==> config.mk <==
export PLATFORM = sky130hd
export DESIGN_NAME = i2c_transaction_sequencer
export DESIGN_NICKNAME = d
export VERILOG_FILES = /design/src/rtl/i2c_transaction_sequencer.sv
export SDC_FILE = /design/constraint.sdc
export NUM_CORES = 1
export LEC_CHECK = 0
export CAP_MARGIN = 20
export CORE_MARGIN = 2
export CORE_UTILIZATION = 56
export CTS_CLUSTER_SIZE = 8
export DETAILED_ROUTE_END_ITERATION = 10
export GPL_TIMING_DRIVEN = 0
export PLACE_DENSITY = 0.85
export SLEW_MARGIN = 10
export SYNTH_ARGS = -nofsm -noshare
export SYNTH_HDL_FRONTEND = slang
export SYNTH_SLANG_ARGS = --single-unit
==> constraint.sdc <==
create_clock -name i_clk -period 5.2 [get_ports i_clk]
set_input_delay 0.52 -clock i_clk [delete_from_list [all_inputs] [get_ports i_clk]]
set_output_delay 0.52 -clock i_clk [all_outputs]
set_load 0.03 [all_outputs]
==> src/rtl/i2c_transaction_sequencer.sv <==
// rtl/i2c_transaction_sequencer.sv - register read/write command sequencer for an i2c master controller
module i2c_transaction_sequencer #(
   parameter int TIMEOUT_CYCLES = 4096
) (
   input  logic       i_clk,
   input  logic       i_reset_n,
   input  logic       i_start,
   input  logic       i_rw,
   input  logic [6:0] i_dev_addr,
   input  logic [7:0] i_reg_addr,
   input  logic [7:0] i_wdata,
   output logic       o_busy,
   output logic       o_done,
   output logic [7:0] o_rdata,
   output logic       o_nack_err,
   output logic       o_timeout_err,
   output logic [2:0] o_cmd,
   output logic [7:0] o_din,
   output logic       o_wr_i2c,
   input  logic       i_ctrl_ready,
   input  logic [7:0] i_ctrl_dout,
   input  logic       i_ctrl_ack
);

   typedef enum logic [2:0] {S_IDLE, S_ISSUE, S_WAIT_LO, S_WAIT_HI, S_DONE} state_t;

   localparam logic [2:0]  CMD_START   = 3'b001;
   localparam logic [2:0]  CMD_WR      = 3'b010;
   localparam logic [2:0]  CMD_RD      = 3'b011;
   localparam logic [2:0]  CMD_STOP    = 3'b100;
   localparam logic [2:0]  CMD_RESTART = 3'b101;
   localparam logic [15:0] TMO_LAST    = 16'(TIMEOUT_CYCLES - 1);

   state_t      state_q, state_d;
   logic [2:0]  step_q, step_d;
   logic        rw_q, rw_d;
   logic [6:0]  dev_q, dev_d;
   logic [7:0]  reg_q, reg_d;
   logic [7:0]  wdata_q, wdata_d;
   logic [15:0] cnt_q, cnt_d;
   logic        busy_q, busy_d;
   logic        done_q, done_d;
   logic [7:0]  rdata_q, rdata_d;
   logic        nack_q, nack_d;
   logic        tmo_q, tmo_d;
   logic [2:0]  cmd_q, cmd_d;
   logic [7:0]  din_q, din_d;
   logic        wr_q, wr_d;

   logic [2:0]  step_cmd;
   logic [7:0]  step_din;
   logic [2:0]  last_step;

   // Map the position in the command list to a controller command and data byte
   always_comb begin
      step_cmd  = CMD_STOP;
      step_din  = 8'h00;
      last_step = rw_q ? 3'd6 : 3'd4;
      if (step_q != last_step) begin
         case (step_q)
            3'd0: step_cmd = CMD_START;
            3'd1: begin step_cmd = CMD_WR; step_din = {dev_q, 1'b0}; end
            3'd2: begin step_cmd = CMD_WR; step_din = reg_q; end
            3'd3: begin
               if (rw_q) begin
                  step_cmd = CMD_RESTART;
               end else begin
                  step_cmd = CMD_WR;
                  step_din = wdata_q;
               end
            end
            3'd4: begin step_cmd = CMD_WR; step_din = {dev_q, 1'b1}; end
            3'd5: step_cmd = CMD_RD;
            default: step_cmd = CMD_STOP;
         endcase
      end
   end

   // Next-state and output logic; a NACK jumps straight to the STOP slot
   always_comb begin
      state_d = state_q;
      step_d  = step_q;
      rw_d    = rw_q;
      dev_d   = dev_q;
      reg_d   = reg_q;
      wdata_d = wdata_q;
      cnt_d   = cnt_q;
      busy_d  = busy_q;
      done_d  = 1'b0;
      rdata_d = rdata_q;
      nack_d  = nack_q;
      tmo_d   = tmo_q;
      cmd_d   = cmd_q;
      din_d   = din_q;
      wr_d    = 1'b0;
      case (state_q)
         S_IDLE: begin
            if (i_start) begin
               rw_d    = i_rw;
               dev_d   = i_dev_addr;
               reg_d   = i_reg_addr;
               wdata_d = i_wdata;
               step_d  = 3'd0;
               busy_d  = 1'b1;
               nack_d  = 1'b0;
               tmo_d   = 1'b0;
               state_d = S_ISSUE;
            end
         end
         S_ISSUE: begin
            if (i_ctrl_ready) begin
               cmd_d   = step_cmd;
               din_d   = step_din;
               wr_d    = 1'b1;
               cnt_d   = 16'd0;
               state_d = S_WAIT_LO;
            end
         end
         S_WAIT_LO, S_WAIT_HI: begin
            if (cnt_q == TMO_LAST) begin
               // Abandon the transaction; the controller owns the bus state
               tmo_d   = 1'b1;
               done_d  = 1'b1;
               busy_d  = 1'b0;
               state_d = S_DONE;
            end else begin
               cnt_d = cnt_q + 16'd1;
               if (state_q == S_WAIT_LO) begin
                  if (!i_ctrl_ready) state_d = S_WAIT_HI;
               end else if (i_ctrl_ready) begin
                  if (cmd_q == CMD_STOP) begin
                     done_d  = 1'b1;
                     busy_d  = 1'b0;
                     state_d = S_DONE;
                  end else begin
                     state_d = S_ISSUE;
                     step_d  = step_q + 3'd1;
                     if (cmd_q == CMD_WR && i_ctrl_ack) begin
                        nack_d = 1'b1;
                        step_d = last_step;
                     end
                     if (cmd_q == CMD_RD) rdata_d = i_ctrl_dout;
                  end
               end
            end
         end
         S_DONE:  state_d = S_IDLE;
         default: state_d = S_IDLE;
      endcase
   end

   // State and registered outputs
   always_ff @(posedge i_clk or negedge i_reset_n) begin
      if (!i_reset_n) begin
         state_q <= S_IDLE;
         step_q  <= 3'd0;
         rw_q    <= 1'b0;
         dev_q   <= 7'd0;
         reg_q   <= 8'd0;
         wdata_q <= 8'd0;
         cnt_q   <= 16'd0;
         busy_q  <= 1'b0;
         done_q  <= 1'b0;
         rdata_q <= 8'd0;
         nack_q  <= 1'b0;
         tmo_q   <= 1'b0;
         cmd_q   <= 3'd0;
         din_q   <= 8'd0;
         wr_q    <= 1'b0;
      end else begin
         state_q <= state_d;
         step_q  <= step_d;
         rw_q    <= rw_d;
         dev_q   <= dev_d;
         reg_q   <= reg_d;
         wdata_q <= wdata_d;
         cnt_q   <= cnt_d;
         busy_q  <= busy_d;
         done_q  <= done_d;
         rdata_q <= rdata_d;
         nack_q  <= nack_d;
         tmo_q   <= tmo_d;
         cmd_q   <= cmd_d;
         din_q   <= din_d;
         wr_q    <= wr_d;
      end
   end

   assign o_busy        = busy_q;
   assign o_done        = done_q;
   assign o_rdata       = rdata_q;
   assign o_nack_err    = nack_q;
   assign o_timeout_err = tmo_q;
   assign o_cmd         = cmd_q;
   assign o_din         = din_q;
   assign o_wr_i2c      = wr_q;

endmodule

# Yosys cells after proc, flatten, opt, wreduce, memory -nomap -nowiden

Index checks and enable logic that the tools add are counted.

Add/sub/neg operators: 2
Eq/ne operators: 26
Muxes and demuxes: 47
Bitwise operators: 3
Reduce and logical (&&, ||, !) cells: 16

Operator list:

| operator                                              | count |
|---|---|
| two-way mux 3 bit                                     | 15 |
| two-way mux 16 bit                                    | 2 |
| one-hot mux 16 bit (2 select lines)                   | 1 |
| one-hot mux 8 bit (4 select lines)                    | 1 |
| two-way mux 1 bit                                     | 19 |
| equality test 3 x 2 -> 1 bit, second input constant   | 6 |
| adder 16 x 1 -> 16 bit, second input constant         | 1 |
| equality test 16 x 12 -> 1 bit, second input constant | 1 |
| two-way mux 8 bit                                     | 2 |
| != test 2 bit, second input constant                  | 8 |
| one-hot mux 3 bit (4 select lines)                    | 1 |
| AND reduction 6 bit                                   | 2 |
| equality test 3 bit, second input constant            | 3 |
| != test 3 bit, second input constant                  | 3 |
| one-hot mux 3 bit (3 select lines)                    | 1 |
| != test 4 bit, second input constant                  | 2 |
| AND reduction 7 bit                                   | 1 |
| equality test 3 x 1 -> 1 bit, second input constant   | 2 |
| zero test 3 bit                                       | 2 |
| one-hot mux 1 bit (2 select lines)                    | 3 |
| one-hot mux 3 bit (2 select lines)                    | 1 |
| AND reduction 3 bit                                   | 2 |
| AND reduction 5 bit                                   | 1 |
| AND reduction 2 bit                                   | 2 |
| 9 further kinds                                       | 12 |

Register bits: 70
Output and inout bits: 24
Word-level logic and storage cells: 109

# Longest topological paths before layout

Depth in word-level cells: 8
Depth in mapped cells: 7
Depth with buffers taken out: 6

# Worst setup path after synthesis

Ideal clock, no wire load.

Path type: register to register
From: register cnt_q[0]
To: register rdata_q[0], in the netlist o_rdata[0]
Setup time: 0.125 ns
Arrival time: 1.788 ns
Slack: 3.287 ns
Stages on the path, launching flop included: 6
Buffers on the path: 0
Period minus slack after synthesis: 1.913 ns
Cells stage by stage: dfrtp_1 > ha_1 > nand3_1 > o41ai_4 > nor4b_4 > mux2_2

Longest elaborated chain between the ends: 3

Ends and longest elaborated chain:

| item                           | RTL line | source |
|---|---|---|
| start: declaration             | 40       | `logic [15:0] cnt_q, cnt_d;` |
| start signal: assignment       | 177      | `cnt_q <= cnt_d;` |
| equality test 16 x 12 -> 1 bit | 120      | `if (cnt_q == TMO_LAST) begin` |
| NOT 1 bit (no line)            | --       |  |
| AND reduction 6 bit (no line)  | --       |  |
| end signal: assignment         | 180      | `rdata_q <= rdata_d;` |
| end: declaration               | 43       | `logic [7:0] rdata_q, rdata_d;` |

No other way between the ends.
A chain may end at the register's enable or synchronous reset.

# Final worst setup path

From: input i_start
To: register step_q[2]

Longest elaborated chain between the ends: 2

Ends and longest elaborated chain:

| item                          | RTL line | source |
|---|---|---|
| start: declaration            | 7        | `input logic i_start,` |
| != test 2 bit (no line)       | --       |  |
| AND reduction 6 bit (no line) | --       |  |
| end signal: assignment        | 172      | `step_q <= step_d;` |
| end: declaration              | 35       | `logic [2:0] step_q, step_d;` |

No other way between the ends.

==> impl_results.md <==
- CP required: 5.44 ns
- DRT iter0 DRCs: 202
- Netlist Area Pre-Place: 3313 um^2
- CTS max path bufs: 2
- Flops & latches, synth: 70
- Clock Latency Late Sink: 0.35 ns
- Critical path type: in -> reg
- Filler cell count: 443
- Sum Neg Setup Slack: 0 ns
- Largest net degree at the start of global routing: 44
- Finished Cell Area: 4225 um^2
- Gr ovfl total: 0
- Minimum clock period: 2.224 ns
- Most frequent cells in the layout: nand2_1 (99), dfrtp_1 (70), clkdlybuf4s50_1 (59)
- Worst Tran Pin Value: 0.9143 ns
- # DRC: 0
- Die height: 80.92 um
- Slew margin rel.: 38.58%
- Die area: 6548 um^2
- Cells after DPL: 473
- Endpoints failing setup: 0
- Routed wire length: 7720 um
- Post-Syn Nets: 380
- PortBufs: 60
- Die width: 80.92 um
- Final WS setup: 2.976 ns
- Async set-or-reset flop fraction in the synthesized netlist: 100.0%
- Clock Sinks: 70
- Cts bufs inserted: 9
- Post-Layout Cell Count: 489
- Pwr/cell area: 514.4 nW/um^2
- Post-CTS Setup Bufs: 0
- Max Slew Vio Count: 0
- RSZ-0062 raised after global routing: false
- Post-synthesis sequential area ratio: 52.87%
- Final core utilization: 72.65%
- Drt wl/cell: 15.79 um
- CP endpoint kind: register
- Worst path arrival time: 2.46 ns
- Layout Skew: 0.007701 ns
- Worst Hold Class: in -> async
- Leak pwr: 1.896 nW
- Dpl hpwl: 5533 um
- Fin. Hold Viols: 0
- Final ANT Viol Nets: 0
- Final hold slack: 0.07056 ns
- Startpoint types: input port
- Crit-path max FO: 8
- Commonest non-fill, non-tap cell in the layout: nand2_1
- Pre-Repair DR Iteration Count: 6
- Mapped Cells: 337
- Vias in the first global route: 2738
- Root buffer cell: clkbuf_8
- Max Cap Violations: 0
- Syn-to-layout area delta: 27.53%
- Overall Power: 2.174 mW
- Synthesis Warnings: 0
- Avg Synthesized Cell Area: 9.831 um^2
- Max VDD drop: 0.3356 mV
- Synth Flop Type: dfrtp_1
- EDFF count, synth: 0
- PostCTS Resize Cnt: 0
- Netlist cell types: 47
- Clk slew on worst S/H paths: 0.08 ns
- Total GRT Usage: 25.82%
- Rows: 28
- Post-Place Setup Slack: 2.642 ns
- Mean number of vias per cell: 5.796
- N_diodes: 0
- Status: finished, final reports clean
- CTS tree: done
- I/O pins: 61
- Dpl cell area: 4025 um^2
- Via count: 2834
- Core area: 5816 um^2
- Final period util: 42.76%
- Initial Utilization: 56.97%
- Final GP Congestion: 0.8540
- CTS HTree Levels: 3
- # hold bufs at CTS: 0
- Share of layout cells above drive strength 1: 8.696%
- Initial antenna violation count: 0
- Net count, final: 452
- Global-route wire length before repair: 12840 um
- FMAX: 0.4497 GHz
## synthesized netlist by cell type (all sizes together) (7+ instances only)
cell	n	area share [%]
nand2	99	11
dfrtp	70	53
o21ai	16	2.4
a21oi	13	2.0
clkbuf	13	1.5
mux2	9	3.1
nor2	9	1.0
a222oi	8	2.4
nand3	8	1.2
o31ai	8	1.8
nand4	7	1.3
or4	7	1.7
## registers in the layout (all words and copies together) (netlist names)
signal	count
dev_q	7
o_din	8
o_timeout_err	1
o_cmd	3
o_done	1
reg_q	8
step_q	3
o_rdata	8
o_busy	1
rw_q	1
cnt_q	16
o_nack_err	1
o_wr_i2c	1
wdata_q	8
state_q	3
## critical path, cell delays in order
cell	delay [ns]
clkdlybuf4s50_1	0.51
or4b_2	0.58
clkbuf_1	0.24
o21ai_0	0.12
o21ai_0	0.22
a32o_1	0.27
## where the power goes
part           total, mW  switching (mW)  internal, mW
Clock              0.446           0.212         0.235
Combinational      0.875           0.514         0.361
Sequential         0.853           0.128         0.725
## layout make-up
cell class	instances	area [um^2]	area share, %
clock inverter	5	58.81	1.392
clock buffer	11	141.4	3.346
sequential	70	1752	41.46
buffer	19	80.08	1.895
multi-input combinational	244	1466	34.71
tap	75	93.84	2.221
timing repair buffer	61	618.1	14.63
inverter	4	15.01	0.3553
## final timing paths
check                           slack (ns)                      to  depth (start not counted)            startpoint
worst max-delay path                  2.98   step_q[2]$_DFFE_PN0P_                          6               i_start
worst min-delay path                  0.07    cnt_q[4]$_DFFE_PN0P_                          1             i_reset_n
worst max register to register        3.01  o_rdata[4]$_DFFE_PN0P_                          5  cnt_q[0]$_DFFE_PN0P_
worst min register to register        0.48    dev_q[2]$_DFFE_PN0P_                          2  dev_q[2]$_DFFE_PN0P_
max in group asynchronous             4.59   step_q[1]$_DFFE_PN0P_                          2             i_reset_n
min in group i_clk                    0.48    dev_q[2]$_DFFE_PN0P_                          2  dev_q[2]$_DFFE_PN0P_
## layer usage
layer,vias up,track usage (%),wire (um)
li1,1350,-,-
met2,74,40.33,3907
met5,-,0,0
met4,0,10.34,144
met1,1394,34.21,3323
met3,16,7.222,345
## cell families (layout without fill, tap and decap cells)
| kind of cell | after synthesis | after routing | synth area share [%] |
|---|---|---|---|
| muxes | 13 | 13 | 4.268 |
| and+or+nand+nor | 159 | 159 | 23.04 |
| xor gates and xnor gates | 2 | 2 | 0.5288 |
| DFF | 70 | 70 | 52.87 |
| adders and majority gates | 6 | 6 | 2.266 |
| AOI/OAI and AO/OA | 64 | 64 | 14.16 |
| buffers and inverters | 23 | 100 | 2.870 |
No activity file was read; power rests on OpenSTA's default activity.
==> edit 1, RTL diff (config.mk and constraints unchanged) <==
Make the reset (`i_reset_n`) synchronous in one clocked block.
--- a/src/rtl/i2c_transaction_sequencer.sv
+++ b/src/rtl/i2c_transaction_sequencer.sv
@@ -151,5 +151,5 @@
 
    // State and registered outputs
-   always_ff @(posedge i_clk or negedge i_reset_n) begin
+   always_ff @(posedge i_clk) begin
       if (!i_reset_n) begin
          state_q <= S_IDLE;
Formal check against the unedited RTL: differs if i_reset_n is asserted again (counterexample within 4 cycles, from zero or initial values and one cycle with i_reset_n low); with i_reset_n held inactive, the same outputs for 10 cycles.
==> edit 1 against the unedited design <==
Worst hold slack improved by 390 ps. Setup slack improved by 11 ps. Cell area decreased by 1.0%. Die area decreased by 0.26%. Sequential share of layout area decreased by 8.0 points. Sequential cell count unchanged. Wire length increased by 11%. Area after synthesis decreased by 0.26%.
Power is not compared: it rests on default switching activity, and its combinational part moved more than twofold at a synthesized area within 25%.
==> edit 1: results (changes against the unedited design) <==
* All-Layer GR Usage at 0.277 (was 0.258)
* Hold WC Path Type: flop to flop (was primary input to async pin)
* Post-Place Setup Slack at 2800 ps (was 2640 ps)
* Synth Flop Type: dfxtp_1 (was dfrtp_1)
* Placer Congestion at 0.850 (was 0.854)
* DRT met1 WL at 3.98 mm (was 3.32 mm)
* Critical path's slowest cell: a222oi_1 (was or4b_2)
* Routed length on met2 at 3.87 mm (was 3.91 mm)
* Via-per-instance ratio at 5.99 (was 5.80)
* Via count of the first global-routing pass at 2,946 (was 2,738)
* Worst setup path endpoint: o_din[1] (was step_q[2])
* Layout Nets at 489 (was 452)
* R2R Setup Slk at 2990 ps (was 3010 ps)
* Final wirelength at 8.58 mm (was 7.72 mm)
* Global-route wire length before repair at 13.8 mm (was 12.8 mm)
* Outcome: complete, no violations (unchanged)
* Layout cell share with drive strength beyond 1 at 0.126 (was 0.0870)
* Reg2reg path depth at 8 (was 5)
* Worst Path Arrival at 2420 ps (was 2460 ps)
* Largest net degree at the start of global routing at 12 (was 44)
* Drt initial violations at 322 (was 202)
* Dpl hpwl at 5.93 mm (was 5.53 mm)
* Clock skew at 8.25 ps (was 7.70 ps)
* FF-to-FF Start: step_q[2] (was cnt_q[0])
* Worst Setup SP: step_q[2] (was i_start)
* Ranking of synthesized cells by area: dfxtp_1, nand2_1, a21oi_1 (was dfrtp_1, nand2_1, mux2_2)
* Met2 Use GR at 0.428 (was 0.403)
* Worst slew margin at 0.541 (was 0.386)
* Yosys cell types at 60 (was 47)
* Met3 Use GR at 0.0556 (was 0.0722)
-- edit 1: changes by cell type in the layout (fill, tap and decap cells not counted), moves of 7 or more --
cell | unedited run | this run
dfxtp_1 | 0 | 70
o21ai_1 | 0 | 11
a21oi_2 | 0 | 15
nand2_1 | 99 | 73
o21ai_0 | 16 | 4
mux2_2 | 9 | 2
dfrtp_1 | 70 | 0
nand3b_1 | 0 | 8
a21oi_1 | 13 | 41
nand3_1 | 8 | 15
-- edit 1: cells by family (layout without fill, tap and decap cells) --
| group | after synthesis | after routing | share of synthesized area |
|---|---|---|---|
| muxes | 8 | 8 | 0.0250 |
| xor gates and xnor gates | 1 | 1 | 0.00265 |
| and+or+nand+nor | 153 | 153 | 0.248 |
| AOI/OAI and AO/OA | 107 | 107 | 0.229 |
| DFF | 70 | 70 | 0.424 |
| adders and majority gates | 6 | 6 | 0.0227 |
| buffers and inverters | 30 | 106 | 0.0481 |
-- edit 1: layout make-up --
cell class,instances,area [µm²]
buffer,24,136
tap,72,90.1
clock buffer,14,173
fill,461,1430
timing repair buffer,60,601
multi-input combinational,275,1740
clock inverter,2,15.0
inverter,6,22.5
sequential,70,1400
-- edit 1: power by group through the flow --
stage               logic, µW  registers, µW  clock network [µW]
global route              153            568                 444
finish                    140            566                 417
detailed placement        138            578                   0
floorplan                78.3            579                   0
CTS                       139            566                 416
global placement          134            578                   0
-- edit 1: through the flow --
stage	hold WS (ps)	power, µW	cells	instance area, µm²	util
global route	474	1160	523	4180	0.746
detailed placement	448	716	507	4000	0.712
finish	460	1120	523	4180	0.746
global placement	441	712	507	4000	0.712
floorplan	436	658	375	3300	-
CTS	457	1120	523	4180	0.746
==> edit 2, RTL diff (same settings) <==
Without the edit above. `TIMEOUT_CYCLES`: 4096 -> 3072.
--- a/src/rtl/i2c_transaction_sequencer.sv
+++ b/src/rtl/i2c_transaction_sequencer.sv
@@ -1,5 +1,5 @@
 // rtl/i2c_transaction_sequencer.sv - register read/write command sequencer for an i2c master controller
 module i2c_transaction_sequencer #(
-   parameter int TIMEOUT_CYCLES = 4096
+   parameter int TIMEOUT_CYCLES = 3072
 ) (
    input  logic       i_clk,
Behaviour: no difference found for any inputs over 10 cycles, from zero or initial values and one cycle with i_reset_n low; that may be too few to reach the edited logic, so the function may still have changed.
==> edit 2 against the unedited design <==
Die area is 0.32% higher. Largest cell class unchanged. Core utilization is 1.2 points higher. Cell area is 1.6% higher. Worst hold slack worse by 11 ps. Area after synthesis is 0.34% higher. Power is 3.2% higher. Via count is 0.35% higher. Clock skew is 3.5 ps higher. First-iteration DRC count is 24% lower. Sequential cell count stayed put. Setup slack better by 90 ps. Global-route usage hardly changed. Wire length is 1.7% higher. Sequential power is 1% higher.
==> edit 2: results (changes against the unedited design) <==
* Post_cts resized at 0 (unchanged)
* Mapped Nets at 375 (was 380)
* R2R Setup Slk at 3130 ps (was 3010 ps)
* Worst setup path endpoint: dev_q[4] (was step_q[2])
* Largest net degree at the start of global routing at 50 (was 44)
* WL/cell at 16.2 µm (was 15.8 µm)
* P&R area growth vs syn at 29.1% (was 27.5%)
* Clk slew on worst S/H paths at 80 ps (about the same)
* Slew @ Worst Pin at 758 ps (was 914 ps)
* Clock skew at 11.2 ps (was 7.70 ps)
* H-tree level count at 3 (unchanged)
* Fillers at 431 (was 443)
* All-Layer GR Usage at 0.259 (was 0.258)
* Postcts setup bufs at 0 (unchanged)
* Async set-or-reset flop fraction in the synthesized netlist at 1.00 (unchanged)
* Worst Path Arrival at 2420 ps (was 2460 ps)
* Peak supply drop at 359 µV (was 336 µV)
* Ranking of synthesized cells by area: dfrtp_1, nand2_1, mux2_2 (unchanged)
* Dpl hpwl at 5.39 mm (was 5.53 mm)
* Placer Congestion at 0.863 (was 0.854)
* Max Clk Rate at 0.469 GHz (was 0.450 GHz)
* Layout Nets at 447 (was 452)
* Synth warn at 0 (unchanged)
* Worst Setup SP: i_start (unchanged)
* Number of flip-flops in the largest register at 16 (unchanged)
* Max Slew Vio Count at 0 (unchanged)
* Post-synthesis sequential area ratio at 0.527 (was 0.529)
* N_diodes at 0 (unchanged)
* Yosys cell types at 55 (was 47)
* Hold WC Path Type: primary input to async pin (unchanged)
* Vias at 2,844 (was 2,834)
* Initial antenna violation count at 0 (unchanged)
* Drt initial violations at 153 (was 202)
* Synth cell count leaders: nand2_1, dfrtp_1, a21oi_1 (was nand2_1, dfrtp_1, o21ai_0)
* Post-Place Setup Slack at 2800 ps (was 2640 ps)
* Top reg by flops: cnt_q (unchanged)
* Pleak at 0.00196 µW (was 0.00190 µW)
* Outcome: complete, no violations (unchanged)
* Critical path's slowest cell: nor3_2 (was or4b_2)
* Reg2reg path depth at 7 (was 5)
* Crit Path Max Fanout at 10 (was 8)
* Bufs on Longest Clock Path at 2 (unchanged)
* Layout cell share with drive strength beyond 1 at 0.112 (was 0.0870)
* Placed cell areas at 4040 µm² (was 4030 µm²)
* Global-route wire length before repair at 12.8 mm (about the same)
* Worst skew pair latency at 350 ps (about the same)
* Port Buf Inserts at 60 (unchanged)
* Root Driver: clkbuf_8 (unchanged)
* FF-to-FF Start: step_q[0] (was cnt_q[0])
* CP peak stage delay at 580 ps (about the same)
* Reg-to-reg endpoint: o_din[4] (was o_rdata[4])
* Num CTS Buffers at 9 (unchanged)
* Number of iterations in the first detailed-routing pass at 7 (was 6)
-- edit 2: changes by cell type after synthesis, moves of 3 or more --
cell       change
mux2i_1        +4
o31ai_1        -3
nor4_1         -3
nand4_1        -4
clkbuf_1       -6
a21oi_1        +4
o2bb2ai_1      -3
or3_1          -3
or4_1          -3
-- edit 2: cell type report --
cell class,count,share of cell area
plain buffers,14,0.0154
inverters,6,0.00525
clock inverters,3,0.0210
well taps,75,0.0219
clock buffers,13,0.0370
multi-input cells,242,0.346
repair buffers,61,0.146
flip-flops and latches,70,0.408
-- edit 2: critical path: cells and delay by family --
family	cells	cell delay (ps)
simple gates	4	960
buf+inv	2	930
-- edit 2: per-stage QoR --
step	hold slack [ps]	instances	power, µW
after floorplan	224	332	1380
after global placement	459	467	1650
after detailed placement	436	468	1690
after CTS	61.8	484	2250
after global routing	80.6	484	2370
final	59.2	484	2240
-- edit 2: kinds of logic (layout without fill, tap and decap cells) --
family / count (synthesis) / count (layout) / synth area share
AOI/OAI and AO/OA: 62 / 62 / 0.128
xor gates and xnor gates: 1 / 1 / 0.00264
adders and majority gates: 6 / 6 / 0.0226
buffers and inverters: 20 / 97 / 0.0267
DFF: 70 / 70 / 0.527
muxes: 19 / 19 / 0.0613
and+or+nand+nor: 154 / 154 / 0.232
-- edit 2: worst min-delay path by stage --
stage,slack [ps],from,endpoint,cells past startpoint
CTS,60,i_reset_n,state_q[0],1
global placement,460,dev_q[6],dev_q[6],2
detailed placement,440,i_reset_n,cnt_q[14],1
finish,60,i_reset_n,cnt_q[3],1
floorplan,220,i_reset_n,cnt_q[0],0
global route,80,i_reset_n,cnt_q[14],1
-- edit 2: metal layers --
| metal | track usage | share of wire | wire length (µm) | vias up |
|---|---|---|---|---|
| li1 | - | - | - | 1318 |
| met2 | 0.407 | 0.50 | 3910 | 125 |
| met1 | 0.326 | 0.41 | 3190 | 1380 |
| met5 | 0 | 0 | 0 | - |
| met4 | 0.158 | 0.029 | 225 | 0 |
| met3 | 0.0578 | 0.067 | 526 | 21 |
-- edit 2: report_power, final --
part,internal (µW),switching [µW]
Combinational,344,486
Clock,346,206
Sequential,728,134
